[src/rtl/brresolve_pkg.sv]
// brresolve_pkg: shared types and constants for the EX-stage branch resolver.
package brresolve_pkg;
  typedef enum logic [1:0] {IDLE, REDIRECT, SQUASH} br_state_e;
  localparam logic [2:0] BEQ  = 3'b000;
  localparam logic [2:0] BNE  = 3'b001;
  localparam logic [2:0] BLT  = 3'b100;
  localparam logic [2:0] BGE  = 3'b101;
  localparam logic [2:0] BLTU = 3'b110;
  localparam logic [2:0] BGEU = 3'b111;
  localparam logic [1:0] BHT_INIT = 2'b01;
  function automatic logic [1:0] sat_step(input logic [1:0] c, input logic up);
    return up ? (c == 2'b11 ? c : c + 2'b01) : (c == 2'b00 ? c : c - 2'b01);
  endfunction
endpackage

[src/rtl/bht.sv]
// bht: table of 2-bit saturating counters, combinational read, read-before-write update.
module bht
  import brresolve_pkg::*;
#(
  parameter int index_width = 6
) (
  input  logic                   clk,
  input  logic                   rst,
  input  logic [index_width-1:0] rd_idx,
  output logic                   rd_taken,
  input  logic                   wr_en,
  input  logic [index_width-1:0] wr_idx,
  input  logic                   wr_taken
);
  logic [1:0] ctr [2**index_width];
  assign rd_taken = ctr[rd_idx][1];
  always_ff @(posedge clk or posedge rst)
    if (rst) for (int i = 0; i < 2**index_width; i++) ctr[i] <= BHT_INIT;
    else if (wr_en) ctr[wr_idx] <= sat_step(ctr[wr_idx], wr_taken);
endmodule

[src/rtl/brresolve.sv]
// brresolve: resolves EX branches/jumps against the IF prediction, trains the BHT, sequences redirect/flush.
module brresolve
  import brresolve_pkg::*;
#(
  parameter int data_width  = 32,
  parameter int index_width = 6
) (
  input  logic                  clk_i,
  input  logic                  rst_i,
  input  logic [data_width-1:0] if_pc_i,
  output logic                  if_pred_taken_o,
  input  logic                  ex_valid_i,
  input  logic                  ex_is_br_i,
  input  logic                  ex_is_jmp_i,
  input  logic [2:0]            ex_funct3_i,
  input  logic [data_width-1:0] ex_pc_i,
  input  logic [data_width-1:0] ex_target_i,
  input  logic                  ex_pred_taken_i,
  input  logic [data_width-1:0] ex_pred_target_i,
  output logic                  br_unsigned_o,
  input  logic                  br_less_i,
  input  logic                  br_equal_i,
  output logic                  redirect_o,
  output logic [data_width-1:0] redirect_pc_o,
  output logic                  flush_o,
  output logic [31:0]           br_cnt_o,
  output logic [31:0]           mispred_cnt_o
);
  br_state_e state, state_n;
  logic active, cbr, cond_taken, taken, resolve, mispred;
  logic [data_width-1:0] next_pc;
  assign br_unsigned_o = ex_funct3_i[1];
  assign active = ex_valid_i && state == IDLE;
  // a set jump flag wins over the branch flag; 010/011 are not branches
  assign cbr = ex_is_br_i && !ex_is_jmp_i && ex_funct3_i inside {BEQ, BNE, BLT, BGE, BLTU, BGEU};
  assign cond_taken = (ex_funct3_i == BEQ) ? br_equal_i :
                      (ex_funct3_i == BNE) ? !br_equal_i :
                      (ex_funct3_i == BLT || ex_funct3_i == BLTU) ? br_less_i : !br_less_i;
  assign taken = ex_is_jmp_i || (cbr && cond_taken);
  assign resolve = active && (ex_is_jmp_i || cbr);
  assign next_pc = taken ? ex_target_i : ex_pc_i + data_width'(4);
  assign mispred = resolve && (taken != ex_pred_taken_i || (taken && ex_pred_target_i != ex_target_i));
  bht #(.index_width(index_width)) u_bht (
    .clk      (clk_i),
    .rst      (rst_i),
    .rd_idx   (if_pc_i[index_width+1:2]),
    .rd_taken (if_pred_taken_o),
    .wr_en    (active && cbr),
    .wr_idx   (ex_pc_i[index_width+1:2]),
    .wr_taken (cond_taken)
  );
  always_comb begin
    state_n = (state == REDIRECT) ? SQUASH : (state == IDLE && mispred) ? REDIRECT : IDLE;
    redirect_o = state == REDIRECT;
    flush_o = state != IDLE;
  end
  always_ff @(posedge clk_i or posedge rst_i)
    if (rst_i) begin
      state <= IDLE;
      redirect_pc_o <= '0;
      br_cnt_o <= '0;
      mispred_cnt_o <= '0;
    end else begin
      state <= state_n;
      if (mispred) redirect_pc_o <= next_pc;
      if (resolve) br_cnt_o <= br_cnt_o + 32'd1;
      if (mispred) mispred_cnt_o <= mispred_cnt_o + 32'd1;
    end
endmodule

[config.mk]
export PLATFORM = sky130hd
export DESIGN_NAME = brresolve
export DESIGN_NICKNAME = d
export VERILOG_FILES = /design/src/rtl/brresolve_pkg.sv /design/src/rtl/bht.sv /design/src/rtl/brresolve.sv
export SDC_FILE = /design/constraint.sdc
export NUM_CORES = 1
export LEC_CHECK = 0
export ABC_AREA = 1
export ABC_CLOCK_PERIOD_IN_PS = 10300
export CELL_PAD_IN_SITES_DETAIL_PLACEMENT = 0
export CELL_PAD_IN_SITES_GLOBAL_PLACEMENT = 2
export CORE_ASPECT_RATIO = 0.6
export CORE_MARGIN = 3
export CORE_UTILIZATION = 36
export CTS_BUF_LIST = sky130_fd_sc_hd__clkbuf_4 sky130_fd_sc_hd__clkbuf_8
export DETAILED_ROUTE_END_ITERATION = 10
export DONT_BUFFER_PORTS = 1
export PLACE_DENSITY = 0.79
export SLEW_MARGIN = 30
export SYNTH_ARGS = -nofsm -noshare
export SYNTH_HDL_FRONTEND = slang
export SYNTH_SLANG_ARGS = --single-unit
export TNS_END_PERCENT = 50
[constraint.sdc]
create_clock -name clk_i -period 10.3 [get_ports clk_i]
set_clock_uncertainty 0.05 [all_clocks]
set_input_delay 2.06 -clock clk_i [delete_from_list [all_inputs] [get_ports clk_i]]
set_output_delay 2.06 -clock clk_i [all_outputs]
set_load 0.05 [all_outputs]
==> results.md <==
* Outcome: finished clean
* Buffers on Ports at 0
* Post-CTS setup buffer count at 0
* Maximum fanout along the worst path at 49
* Clock Latency Late Sink at 0.57 ns
* Worst slew pin tran at 0.9565 ns
* CTS tree: done
* Worst Min Path Start: u_bht.ctr[92]$_DFFE_PP1P_
* Leakage power at 7.590 nW
* DRC Markers at 0
* Final period utilization at 56.69%
* Logic pwr share at 12.5%
* Synthesis warning total at 0
* Routed wire length at 50770 um
* Hold Buf Count CTS at 0
* Max-slew headroom at 36.00%
* First-pass GRT wire length at 78140 um
* Fin. Hold Viols at 0
* Nets@finish at 2239
* Switching Share at 36.59%
* Worst-case clock buffer depth at 3
* Setup TNS at 0 ns
* Total power after layout at 2.480 mW
* Root Buffer: clkbuf_8
* Synth area leader: dfrtp_1
* Maxcap violations at 0
* Initial antenna violation count at 1
* FF+latch count, synth at 226
* Critical Path RT at 8.19 ns
* Worst hold path cell count at 2
* Initial DRC count at 1173
* Grt ovf at 0
* Starting density of the core at 37.04%
* Vias in the first global route at 12810
* GRT Total Usage at 24.08%
* Post-DP HPWL at 33810 um
* Wire length per cell at 19.22 um
* Area delta synth->final at 8.686%
* F_max at 0.1713 GHz
* PD cells at 161.3 mW/mm2
* Clk slew on worst S/H paths at 0.05 ns
* Largest net degree at the start of global routing at 132
* R2r endpoint: mispred_cnt_o[4]$_DFFE_PP0P_
* Top FF cell, synth: dfrtp_1
* Synthesized instance count at 2127
* Internal at 1.573 mW
* Area share of the largest cell type after synthesis at 28.66%
* Clock power share at 37.4%
* TritonCTS buffer count at 39
* Syn Nets at 2269
* First-pass DRT Iterations at 5
* Switching pwr at 0.9075 mW
* Boundary pin count at 239
* Die X at 261.9 um
* RSZ-0062 raised after global routing: no
* Fin. max-slew vios at 0
* CTS Sinks at 226
* Filler cells at 4113
* CP arrival at 3.73 ns
* Most area-consuming cells after synthesis: dfrtp_1, nand2_1, dfstp_2
* Register area share after synthesis at 40.55%
* Die H at 159.5 um
* CTS H-tree lvls at 2
* R2r startpoint: state[0]$_DFF_PP0_
* Quantity of gates resized following cts at 0
* Post-synthesis async set-or-reset flop share at 100.0%
* Worst Hold End: u_bht.ctr[92]$_DFFE_PP1P_
* Post-DR vias/cell at 5.083
* Critical path class: in2out
* Worst Hold Class: reg2reg
* Crit end category: output pin
* Avg Cell Area, Syn at 6.650 um2
* Reg area at 0.005736 mm2
* Post-synth EDFFs at 0
* Seq pwr share at 50.1%
* Worst Setup Start Kind: input pin
* # rows at 55
* Vias at 13420
* Peak VDD IR at 0.00009991 V
* Tmin final at 5.839 ns
* Final setup violation count at 0
* Synth unique cells at 37
* Die area at 0.04178 mm2
* CORE AREA at 0.03819 mm2
* Syn Std Cell Area at 0.01414 mm2
* Flop2flop setup slack at 7.16 ns
* Worst reg-to-reg path cell count at 12
* DRT antenna net count at 0
* Share of cells above drive strength 1 at 7.855%
* Final RePlAce weighted congestion at 0.8590
* Area of the multi-input gates at 0.007253 mm2
state kept, by name (all words and copies together), names as in the netlist:
name,count
redirect_pc_o,32
u_bht.ctr,128
br_cnt_o,32
mispred_cnt_o,32
state,2
critical path, cell delays in order:
cell      delay (ns)
inv_1           0.51
nor2_1          0.09
o211ai_1        0.22
o211ai_1        0.21
nand3_1         0.16
nand3b_1        0.09
nand2_1         0.38
power groups by stage:
stage                     Sequential, mW  Clock [mW]  Combinational [mW]
final                               1.24       0.927               0.311
after global routing                1.25       0.999               0.353
after global placement              1.26           0               0.310
after floorplan                     1.22           0               0.242
after CTS                           1.24       0.956               0.314
after detailed placement            1.26           0               0.313
worst max path at each step:
stage,start,to,depth (start not counted)
finish,if_pc_i[2],if_pred_taken_o,7
global route,if_pc_i[2],if_pred_taken_o,7
CTS,if_pc_i[2],if_pred_taken_o,7
detailed placement,if_pc_i[2],if_pred_taken_o,7
global placement,if_pc_i[2],if_pred_taken_o,7
floorplan,rst_i,br_cnt_o[0]$_DFFE_PP0P_,1
Yosys cell counts, types with 14 or more instances:
library cell,n
buf_2,35
clkbuf_1,35
xnor2_1,29
nor3_1,36
a21oi_1,19
xor2_1,66
dfstp_2,64
nor2_1,189
dfrtp_1,162
o21ai_0,67
nand4_1,26
o211ai_1,21
nand2_1,913
nand3_1,186
inv_1,205
nor4_1,14
cell families (layout without fill, tap and decap cells):
| group | after synthesis | count (layout) | share of synthesized area, % |
|---|---|---|---|
| compound gates | 126 | 126 | 5.042 |
| xor+xnor | 95 | 95 | 5.882 |
| fa+ha+maj | 3 | 3 | 0.2654 |
| buf+inv | 291 | 290 | 8.350 |
| flops | 226 | 226 | 40.55 |
| other cells | 0 | 2 | 0 |
| simple gates | 1386 | 1386 | 39.91 |
metal layers:
layer	GRT usage (%)	wire, um
met5	0	0
met4	4.780	817
met3	5.325	3814
met2	35.72	21650
met1	35.86	24490
cells in the final DEF, fill, tap and decap left out, drive strengths merged, types with 2 or more instances in the layout:
| cell type | synthesis | final |
|---|---|---|
| buf | 47 | 11 |
| o2111ai | 2 | 2 |
| nand2 | 915 | 915 |
| o21ai | 74 | 74 |
| clkbuf | 35 | 68 |
| or2 | 12 | 12 |
| inv | 206 | 205 |
| xnor2 | 29 | 29 |
| nand3 | 186 | 186 |
| nor3 | 37 | 37 |
| a21oi | 19 | 19 |
| dfrtp | 162 | 162 |
| nand4 | 26 | 26 |
| ha | 3 | 3 |
| o211ai | 21 | 21 |
| dfstp | 64 | 64 |
| nor4 | 14 | 14 |
| clkinv | 3 | 5 |
| o22ai | 5 | 5 |
| xor2 | 66 | 66 |
| nand3b | 5 | 5 |
| diode | 0 | 2 |
| nor2 | 191 | 191 |
final cells by class:
class	instances	area share [%]
clock inverters	2	0.2279
multi-input cells	1610	47.18
clock buffers	68	5.355
diodes	2	0.03255
well taps	513	4.175
inverters	209	5.184
repair buffers	11	0.5372
flip-flops and latches	226	37.31
through the flow:
| step | hold WS, ns | instance area, um2 | setup slack, ns | cells | util, % |
|---|---|---|---|---|---|
| after floorplan | 0.3965 | 14140 | 2.105 | 2127 | - |
| after global placement | 0.4031 | 14500 | 4.478 | 2569 | 37.97 |
| after detailed placement | 0.4052 | 14510 | 4.487 | 2569 | 37.98 |
| after CTS | 0.4162 | 15360 | 4.475 | 2639 | 40.23 |
| after global routing | 0.4278 | 15370 | 4.385 | 2639 | 40.24 |
| final | 0.4165 | 15370 | 4.461 | 2641 | 40.25 |
No activity file was read; power rests on OpenSTA's default activity.
